## src/rtl/lut_accumulator.sv

```systemverilog
// -----------------------------------------------------------------------------
// lut_accumulator
//
// Purpose:
//   Second stage of the ternary LUT matrix engine. Each accepted beat brings
//   a freshly registered 16-entry LUT of signed 16-bit partial sums and one
//   5-bit weight code per output column. The code selects a LUT entry
//   (bits 3:0) and optionally negates it (bit 4). Entries 14 and 15 are the
//   null codes and contribute zero. The selected, sign-corrected terms are
//   summed into saturating per-column accumulators over a run of len_i
//   beats. The column sums are then offered to the requantisation stage
//   through a valid/ready handshake.
//
// Ports:
//   clk            rising-edge system clock
//   rst_n_i        asynchronous active-low reset
//   start_i        run start pulse, honoured only in IDLE
//   len_i          number of beats in the run, latched on start
//   lut_entries_i  16 x signed 16-bit LUT, entry k at [16k+15:16k]
//   w_code_i       N_COL x 5-bit weight codes, column c at [5c+4:5c]
//   in_valid_i     LUT and codes are valid this cycle
//   in_ready_o     beat accepted this cycle; also enables the upstream register
//   acc_o          N_COL x signed ACC_W column sums, column c at [ACC_W*c +: ACC_W]
//   out_valid_o    acc_o holds a completed result
//   out_ready_i    downstream accepts the result
//   busy_o         a run is in progress (state is not IDLE)
//   sat_o          sticky: some column clamped during the current run
// -----------------------------------------------------------------------------
module lut_accumulator #(
    parameter int N_COL = 4,
    parameter int ACC_W = 32,   // must be 18 or more
    parameter int LEN_W = 16
) (
    input  logic                     clk,
    input  logic                     rst_n_i,
    input  logic                     start_i,
    input  logic [LEN_W-1:0]         len_i,
    input  logic [255:0]             lut_entries_i,
    input  logic [5*N_COL-1:0]       w_code_i,
    input  logic                     in_valid_i,
    output logic                     in_ready_o,
    output logic [ACC_W*N_COL-1:0]   acc_o,
    output logic                     out_valid_o,
    input  logic                     out_ready_i,
    output logic                     busy_o,
    output logic                     sat_o
);

    typedef enum logic [1:0] {
        IDLE = 2'd0,
        ACC  = 2'd1,
        DONE = 2'd2
    } state_t;

    localparam logic signed [ACC_W-1:0] ACC_MAX = {1'b0, {(ACC_W-1){1'b1}}};
    localparam logic signed [ACC_W-1:0] ACC_MIN = {1'b1, {(ACC_W-1){1'b0}}};
    localparam logic [LEN_W:0]          CNT_ONE = {{LEN_W{1'b0}}, 1'b1};

    state_t state, state_nxt;

    logic [LEN_W-1:0]        len_q;
    // One bit wider than len so that a run of 2^LEN_W-1 beats never wraps.
    logic [LEN_W:0]          cnt;
    logic [LEN_W:0]          cnt_inc;

    logic signed [ACC_W-1:0] acc     [N_COL];
    logic signed [ACC_W-1:0] acc_nxt [N_COL];
    logic signed [ACC_W-1:0] acc_out [N_COL];
    logic [N_COL-1:0]        clamp;
    logic                    sat;

    logic                    beat;
    logic                    last_beat;

    // -------------------------------------------------------------------------
    // Beat acceptance and end-of-run detection
    // -------------------------------------------------------------------------
    assign beat      = (state == ACC) && in_valid_i;
    assign cnt_inc   = cnt + CNT_ONE;
    assign last_beat = beat && (cnt_inc == {1'b0, len_q});

    // -------------------------------------------------------------------------
    // Per-column term selection and saturating add
    // -------------------------------------------------------------------------
    always_comb begin : lane_math
        logic [4:0]         code;
        logic [3:0]         idx;
        logic [15:0]        raw;
        logic signed [16:0] ent;
        logic signed [16:0] term;
        logic [ACC_W:0]     sum;
        // NOTE: every combinational variable gets a value before any branch,
        // so no path can leave one unassigned and infer a latch.
        code  = '0;
        idx   = '0;
        raw   = '0;
        ent   = '0;
        term  = '0;
        sum   = '0;
        clamp = '0;
        for (int c = 0; c < N_COL; c++) begin
            acc_nxt[c] = acc[c];
        end

        for (int c = 0; c < N_COL; c++) begin
            code = w_code_i[5*c +: 5];
            idx  = code[3:0];
            raw  = lut_entries_i[{idx, 4'b0000} +: 16];
            // Indices 14 and 15 are the null weight codes.
            ent  = (idx >= 4'd14) ? 17'sd0 : {raw[15], raw};
            // 17-bit negate so that -(-32768) is the exact +32768.
            term = code[4] ? -ent : ent;
            sum  = {acc[c][ACC_W-1], acc[c]} + {{(ACC_W-16){term[16]}}, term};
            // Overflow iff the two top bits of the widened sum disagree; the
            // top bit then gives the true sign of the result.
            if (sum[ACC_W] != sum[ACC_W-1]) begin
                clamp[c]   = 1'b1;
                acc_nxt[c] = sum[ACC_W] ? ACC_MIN : ACC_MAX;
            end else begin
                acc_nxt[c] = sum[ACC_W-1:0];
            end
        end
    end

    // -------------------------------------------------------------------------
    // FSM: state register
    // -------------------------------------------------------------------------
    // NOTE: clocked state is written only with non-blocking assignments so
    // every register samples pre-edge values regardless of block order.
    always_ff @(posedge clk or negedge rst_n_i) begin
        if (!rst_n_i) begin
            state <= IDLE;
        end else begin
            state <= state_nxt;
        end
    end

    // -------------------------------------------------------------------------
    // FSM: next-state logic
    // -------------------------------------------------------------------------
    always_comb begin
        state_nxt = state;
        case (state)
            IDLE: begin
                if (start_i) begin
                    state_nxt = (len_i == '0) ? DONE : ACC;
                end
            end
            ACC: begin
                if (last_beat) begin
                    state_nxt = DONE;
                end
            end
            DONE: begin
                // start_i is deliberately not looked at here.
                if (out_ready_i) begin
                    state_nxt = IDLE;
                end
            end
            default: state_nxt = IDLE;
        endcase
    end

    // -------------------------------------------------------------------------
    // Datapath registers
    // -------------------------------------------------------------------------
    // NOTE: the accumulator and result arrays are small register banks, not
    // RAM, so they take the asynchronous reset like any other flop; a
    // mid-run reset must not leave a partial sum visible on acc_o.
    always_ff @(posedge clk or negedge rst_n_i) begin
        if (!rst_n_i) begin
            len_q <= '0;
            cnt   <= '0;
            sat   <= 1'b0;
            for (int c = 0; c < N_COL; c++) begin
                acc[c]     <= '0;
                acc_out[c] <= '0;
            end
        end else begin
            case (state)
                IDLE: begin
                    if (start_i) begin
                        len_q <= len_i;
                        cnt   <= '0;
                        sat   <= 1'b0;
                        for (int c = 0; c < N_COL; c++) begin
                            acc[c]     <= '0;
                            acc_out[c] <= '0;
                        end
                    end
                end
                ACC: begin
                    if (beat) begin
                        cnt <= cnt_inc;
                        sat <= sat | (|clamp);
                        for (int c = 0; c < N_COL; c++) begin
                            acc[c] <= acc_nxt[c];
                        end
                        // Snapshot the final sums on the closing beat so the
                        // result is registered the moment out_valid_o rises.
                        if (last_beat) begin
                            for (int c = 0; c < N_COL; c++) begin
                                acc_out[c] <= acc_nxt[c];
                            end
                        end
                    end
                end
                default: begin
                    // DONE: result and flags are held for the consumer.
                end
            endcase
        end
    end

    // -------------------------------------------------------------------------
    // Outputs
    // -------------------------------------------------------------------------
    assign in_ready_o  = (state == ACC);
    assign out_valid_o = (state == DONE);
    assign busy_o      = (state != IDLE);
    assign sat_o       = sat;

    always_comb begin
        acc_o = '0;
        for (int c = 0; c < N_COL; c++) begin
            acc_o[ACC_W*c +: ACC_W] = acc_out[c];
        end
    end

endmodule

```

## config.mk

```make
export PLATFORM = sky130hd
export DESIGN_NAME = lut_accumulator
export DESIGN_NICKNAME = d
export VERILOG_FILES = /design/src/rtl/lut_accumulator.sv
export SDC_FILE = /design/constraint.sdc
export NUM_CORES = 1
export LEC_CHECK = 0
export ABC_AREA = 1
export CORE_MARGIN = 2
export CORE_UTILIZATION = 57
export DETAILED_ROUTE_END_ITERATION = 12
export PLACE_DENSITY = 0.9
export SETUP_SLACK_MARGIN = 0.02
export SLEW_MARGIN = 20
export SYNTH_ARGS = -nofsm -noshare
export SYNTH_HDL_FRONTEND = slang
export SYNTH_SLANG_ARGS = --single-unit
```

## constraint.sdc

```tcl
create_clock -name clk -period 3.6 [get_ports clk]
set_input_delay 0.54 -clock clk [delete_from_list [all_inputs] [get_ports clk]]
set_output_delay 0.54 -clock clk [all_outputs]
set_load 0.01 [all_outputs]
```

==> summary.md, run 1 <==
| Metric | Value |
|---|---|
| Outcome | aborted with a tool error |
| Failed at | global routing |
| Error msg | [ERROR GRT-0116] Global routing finished with congestion. Check the congestion regions in the DRC Viewer. |
| Cells after DPL | 7,172 |
| Clock buffer depth | 3 |
| Die height | 238.3 um |
| GRT Total Usage | 78.89% |
| Routability Congestion | 1.231 |
| Initial core utilization | 57.91% |
| CTS HTree Levels | 2 |
| Synthesized cell area | 0.03129 mm^2 |
| Root Buffer | clkbuf_16 |
| Clk sinks | 292 |
| DP Area | 0.04429 mm^2 |
| Die width | 238.3 um |
| Ports | 429 |
| CTS buffer count | 34 |
| PortBufs | 396 |
| Dpl ws | -1.999 ns |
| Number of global-route vias before repair | 55,890 |
| Post-synth EDFFs | 0 |
| First-pass GRT wire length | 343,100 um |
| # rows | 85 |
| Mapped Nets | 5,863 |
| Syn avg cell area | 5.779 um^2 |
| Predominant post-synthesis flop cell | dfrtp_1 |
| HPWL after detailed placement | 110,700 um |
| Seq/Total Area, Yosys | 23.35% |
| #FFs+latches synth | 292 |
| Ys Warns | 0 |
| Post-synth cell types | 42 |
| Total congestion overflow | 221 |
| Largest net degree at the start of global routing | 154 |
| Async S/R FF share, synth | 100.0% |
| Gate Count Post-Synth | 5,414 |
-- stage by stage --
stage	setup TNS, ns	hold slack [ns]
after floorplan	-141.55	0.2444
after global placement	-374.72	0.4598
after detailed placement	-424.54	0.4638
after CTS	-146.57	0.4800
-- timing repair --
action | in CTS
pin swaps | 190
resized for setup | 614
endpoints found under the setup margin | 257
endpoints found under the hold margin | 3
cloned | 15
setup buffers | 74
hold buffers | 1
-- cells in the mapped netlist, drive strengths merged (2+ instances only) --
master	count	area share, %
nand2	2042	25
nor2	512	6.2
inv	503	6.0
o21ai	471	7.5
a21oi	412	6.6
nand3	334	5.3
dfrtp	292	23
o211ai	161	3.9
buf	151	2.9
ha	148	5.9
clkbuf	112	1.3
xor2	50	1.4
nand4	42	0.84
nor3	33	0.53
nand3b	27	0.65
o21bai	23	0.55
xnor2	21	0.59
or2	17	0.34
o22ai	12	0.24
a21o	11	0.26
nor4	8	0.16
a31oi	7	0.14
and2	7	0.14
o21a	6	0.14
fa	4	0.26
clkinv	2	0.024
-- kinds of logic after synthesis --
logic type	count (synthesis)	share of synthesized area (%)
flops	292	23.35
xor+xnor	71	1.988
compound gates	1108	19.47
fa+ha+maj	152	6.175
simple gates	3023	38.75
buf+inv	768	10.26
-- routing by layer --
layer	global-route usage, %	GRT overflow
met5	39.74	2
met1	78.02	4
met3	68.74	13
met4	76.70	92
met2	92.69	110
==> run 2: changes to the inputs <==
Settings changed: CORE_UTILIZATION 57 to 40, PLACE_DENSITY 0.9 to unset, PLACE_DENSITY_LB_ADDON set to 0.15, SETUP_SLACK_MARGIN 0.02 to unset.
==> summary.md, run 2 <==
| Metric | Value |
|---|---|
| NetSw | 20.18 mW |
| Most frequent cells in the layout | nand2_1, buf_4, inv_1 |
| Slew Viols, Final | 0 |
| CP max stage cell | clkdlybuf4s50_1 |
| Crit path max fanout | 7 |
| CP dominant cell by count | nand2_2 |
| Combinational share of power | 76.8% |
| Peak Freq | 219.1 MHz |
| Worst path max stage delay | 0.43 ns |
| CTS HTree Levels | 2 (unchanged) |
| Leading area contributor after synthesis | nand2_1 |
| Final setup fails | 257 |
| DP Area | 0.04592 mm^2 (+3.7%) |
| Most frequent cell after synthesis | nand2_1 |
| Pwr dens | 765.3 mW/mm^2 |
| PortBufs | 396 (unchanged) |
| Hold path depth | 2 |
| Syn avg cell area | 5.779 um^2 (unchanged) |
| Filler Cells Inserted | 6,793 |
| Share of the clock period used by the worst path | 126.8% |
| Mapped Nets | 5,863 (unchanged) |
| Main area contributors after synthesis | nand2_1, dfrtp_1, o21ai_0 |
| Slew @ Worst Pin | 1.103 ns |
| CP Launch Point | lut_entries_i[45] |
| Routed WL | 160,900 um |
| Adder-cell share of the synthesized area | 6.175% (unchanged) |
| Setup crit end kind | flop |
| Dpl ws | -2.351 ns (-0.3527 ns) |
| Worst Min Path Start | acc_o[76]$_DFFE_PN0P_ |
| Final Non-Filler Cells | 7,933 |
| Largest net degree at the start of global routing | 157 |
| Die width | 283.7 um (+19%) |
| Proportion of synthesized area in mux cells | 0% (unchanged) |
| Switching share of power | 48.84% |
| Synth Area in Compound Gates | 19.47% (unchanged) |
| HPWL after detailed placement | 119,200 um (+7.7%) |
| Final instance area | 0.05400 mm^2 |
| #FFs+latches synth | 292 (unchanged) |
| Fraction of the mapped netlist area in simple logic gates | 38.75% (unchanged) |
| Final net count | 7,312 |
| RSZ-0062 raised after global routing | true |
| Flip-flop and latch area | 0.007307 mm^2 |
| Predominant post-synthesis flop cell | dfrtp_1 |
| Clock power share | 9.6% |
| Worst Reg2Reg Path Length in Cells | 23 |
| Crit path DAT | 4.98 ns |
| Share of cells above drive strength 1 | 35.60% |
| Largest family of logic cells by synthesized area | simple AND/OR/NAND/NOR gates |
| Die height | 283.7 um (+19%) |
| Worst hold endpoint | acc_o[76]$_DFFE_PN0P_ |
| Core area | 0.07747 mm^2 |
| Gate Count Post-Synth | 5,414 (unchanged) |
| CTS buffer count | 38 (+12%) |
| Failing checks | negative setup slack |
| Initial core utilization | 40.39% (-18 points) |
| CTS clk-pin slew, worst paths | 0.06 ns |
| Leakage power | 26.92 nW |
| Root Buffer | clkbuf_16 |
| # rows | 102 (+20%) |
| Setup TNS | -180.79 ns |
| WL/cell | 20.28 um |
| Pint | 21.14 mW |
| Synth Area in XOR/XNOR | 1.988% (unchanged) |
| DR vias | 42,940 |
| Post-synth top area share | 24.45% (unchanged) |
| Worst setup SP type | primary input |
| Outcome | complete, but fails checks |
| Max Cap Viol | 0 |
| Worst clock skew | 0.03732 ns |
| First-pass GRT wire length | 240,600 um |
| Crit path kind | primary input to flop |
| Via-per-instance ratio | 5.412 |
| Post-synth cell types | 42 (unchanged) |
| Worst Path Required | 4.02 ns |
| Max IR drop VDD | 0.0006938 V |
| Antenna-violating nets left | 0 |
| Clk sinks | 292 (unchanged) |
| Final hold violations | 0 |
| Hold WS | 0.4755 ns |
| Ys Warns | 0 (unchanged) |
| Top post-synthesis cells by count | nand2_1, nor2_1, inv_1 |
| RR Endpoint | acc[59]$_DFFE_PN0P_ |
| Routability Congestion | 1.022 (-17%) |
| Flop2flop setup slack | 0.36 ns |
| DR DRC count | 0 |
| Clock buffer depth | 3 (unchanged) |
| Async S/R FF share, synth | 100.0% (unchanged) |
| Tmin final | 4.564 ns |
| DIE AREA | 0.08047 mm^2 |
| Reg power frac | 13.6% |
| Slew HR | 26.47% |
| Layout area overhead | 72.59% |
| Pre-antenna DRT Iters | 6 |
| Multi-input combinational cell area | 0.02655 mm^2 |
| Commonest non-fill, non-tap cell in the layout | nand2_1 |
| Post-route worst setup slack | -0.9640 ns |
| Ports | 429 (unchanged) |
| Worst reg2reg path startpoint | acc[32]$_DFFE_PN0P_ |
| Total congestion overflow | 0 |
| Clock Latency Late Sink | 0.59 ns |
| Post-synth EDFFs | 0 (unchanged) |
| Initial DRC count | 3,654 |
| Number of global-route vias before repair | 41,590 |
| Number of antenna violations at the first check in global routing | 7 |
| Cells after DPL | 7,637 (+6.5%) |
| GRT Total Usage | 38.07% |
| HP Class | flop to flop |
| Synthesized cell area | 0.03129 mm^2 (unchanged) |
| CTS tree | done |
| Seq/Total Area, Yosys | 23.35% (unchanged) |
run 2: cell counts after synthesis:
Identical to the previous run, type by type.
run 2: cell type report:
type	instances	share of cell area, %
Inverter	505	3.689
Multi-Input combinational cell	4358	49.17
Clock buffer	48	1.905
Clock inverter	19	0.4449
Sequential cell	292	13.53
Antenna cell	3	0.01390
Timing Repair Buffer	1667	28.82
Timing Repair inverter	1	0.01622
Tap cell	1040	2.410
run 2: critical path: cells and delay by family:
family | cells | cell delay [ns]
AO/OA/AOI/OAI | 3 | 0.39
XOR/XNOR | 1 | 0.22
AND/OR/NAND/NOR | 21 | 2.15
buffers and inverters | 5 | 1.03
adder cells (fa/ha/maj) | 2 | 0.61
run 2: repair_timing:
item                                    CTS  global route
buffers inserted                        131            83
gates resized for setup                 864           626
hold buffers                              1             0
cloned                                   22             7
pin swaps                               347           345
hold endpoints to repair                 45             0
endpoints found under the setup margin  257           257
run 2: through the flow:
stage	power, mW	utilization [%]
2_1_floorplan	20.49	-
5_1_grt	44.01	69.70
6_report	41.32	69.70
4_1_cts	38.25	65.92
3_3_place_gp	30.35	59.27
3_5_place_dp	30.68	59.27
run 2: metal layers:
metal / vias up / share of wire, % / GRT usage [%]
li1: 20560 / - / -
met2: 1831 / 47 / 64.02
met3: 501 / 7.9 / 6.624
met5: - / 0.035 / 0
met1: 20040 / 40 / 47.67
met4: 10 / 5.4 / 16.80
run 2: cells by family (layout without fill, tap and decap cells):
family / after synthesis / in the layout
and+or+nand+nor: 3023 / 3027
AOI/OAI and AO/OA: 1108 / 1108
buffers and inverters: 768 / 2240
DFF: 292 / 292
adders and majority gates: 152 / 152
xor gates and xnor gates: 71 / 71
other: 0 / 3
run 2: power groups by stage:
stage | Combinational [mW] | Sequential (mW) | Clock (mW)
after floorplan | 15.0 | 5.51 | 0
after global placement | 24.8 | 5.55 | 0
after detailed placement | 25.1 | 5.55 | 0
after CTS | 28.7 | 5.57 | 4.02
after global routing | 34.1 | 5.74 | 4.14
final | 31.7 | 5.61 | 3.98
run 2: worst max path at each step:
stage | endpoint | slack [ns] | depth (start not counted)
finish | acc[65]$_DFFE_PN0P_ | -0.96 | 32
global route | acc[65]$_DFFE_PN0P_ | -1.09 | 31
CTS | acc[33]$_DFFE_PN0P_ | -0.75 | 32
detailed placement | acc_o[39]$_DFFE_PN0P_ | -2.35 | 34
global placement | acc_o[39]$_DFFE_PN0P_ | -2.37 | 36
floorplan | acc_o[89]$_DFFE_PN0P_ | -0.73 | 31
(Power assumes the default switching activity.)
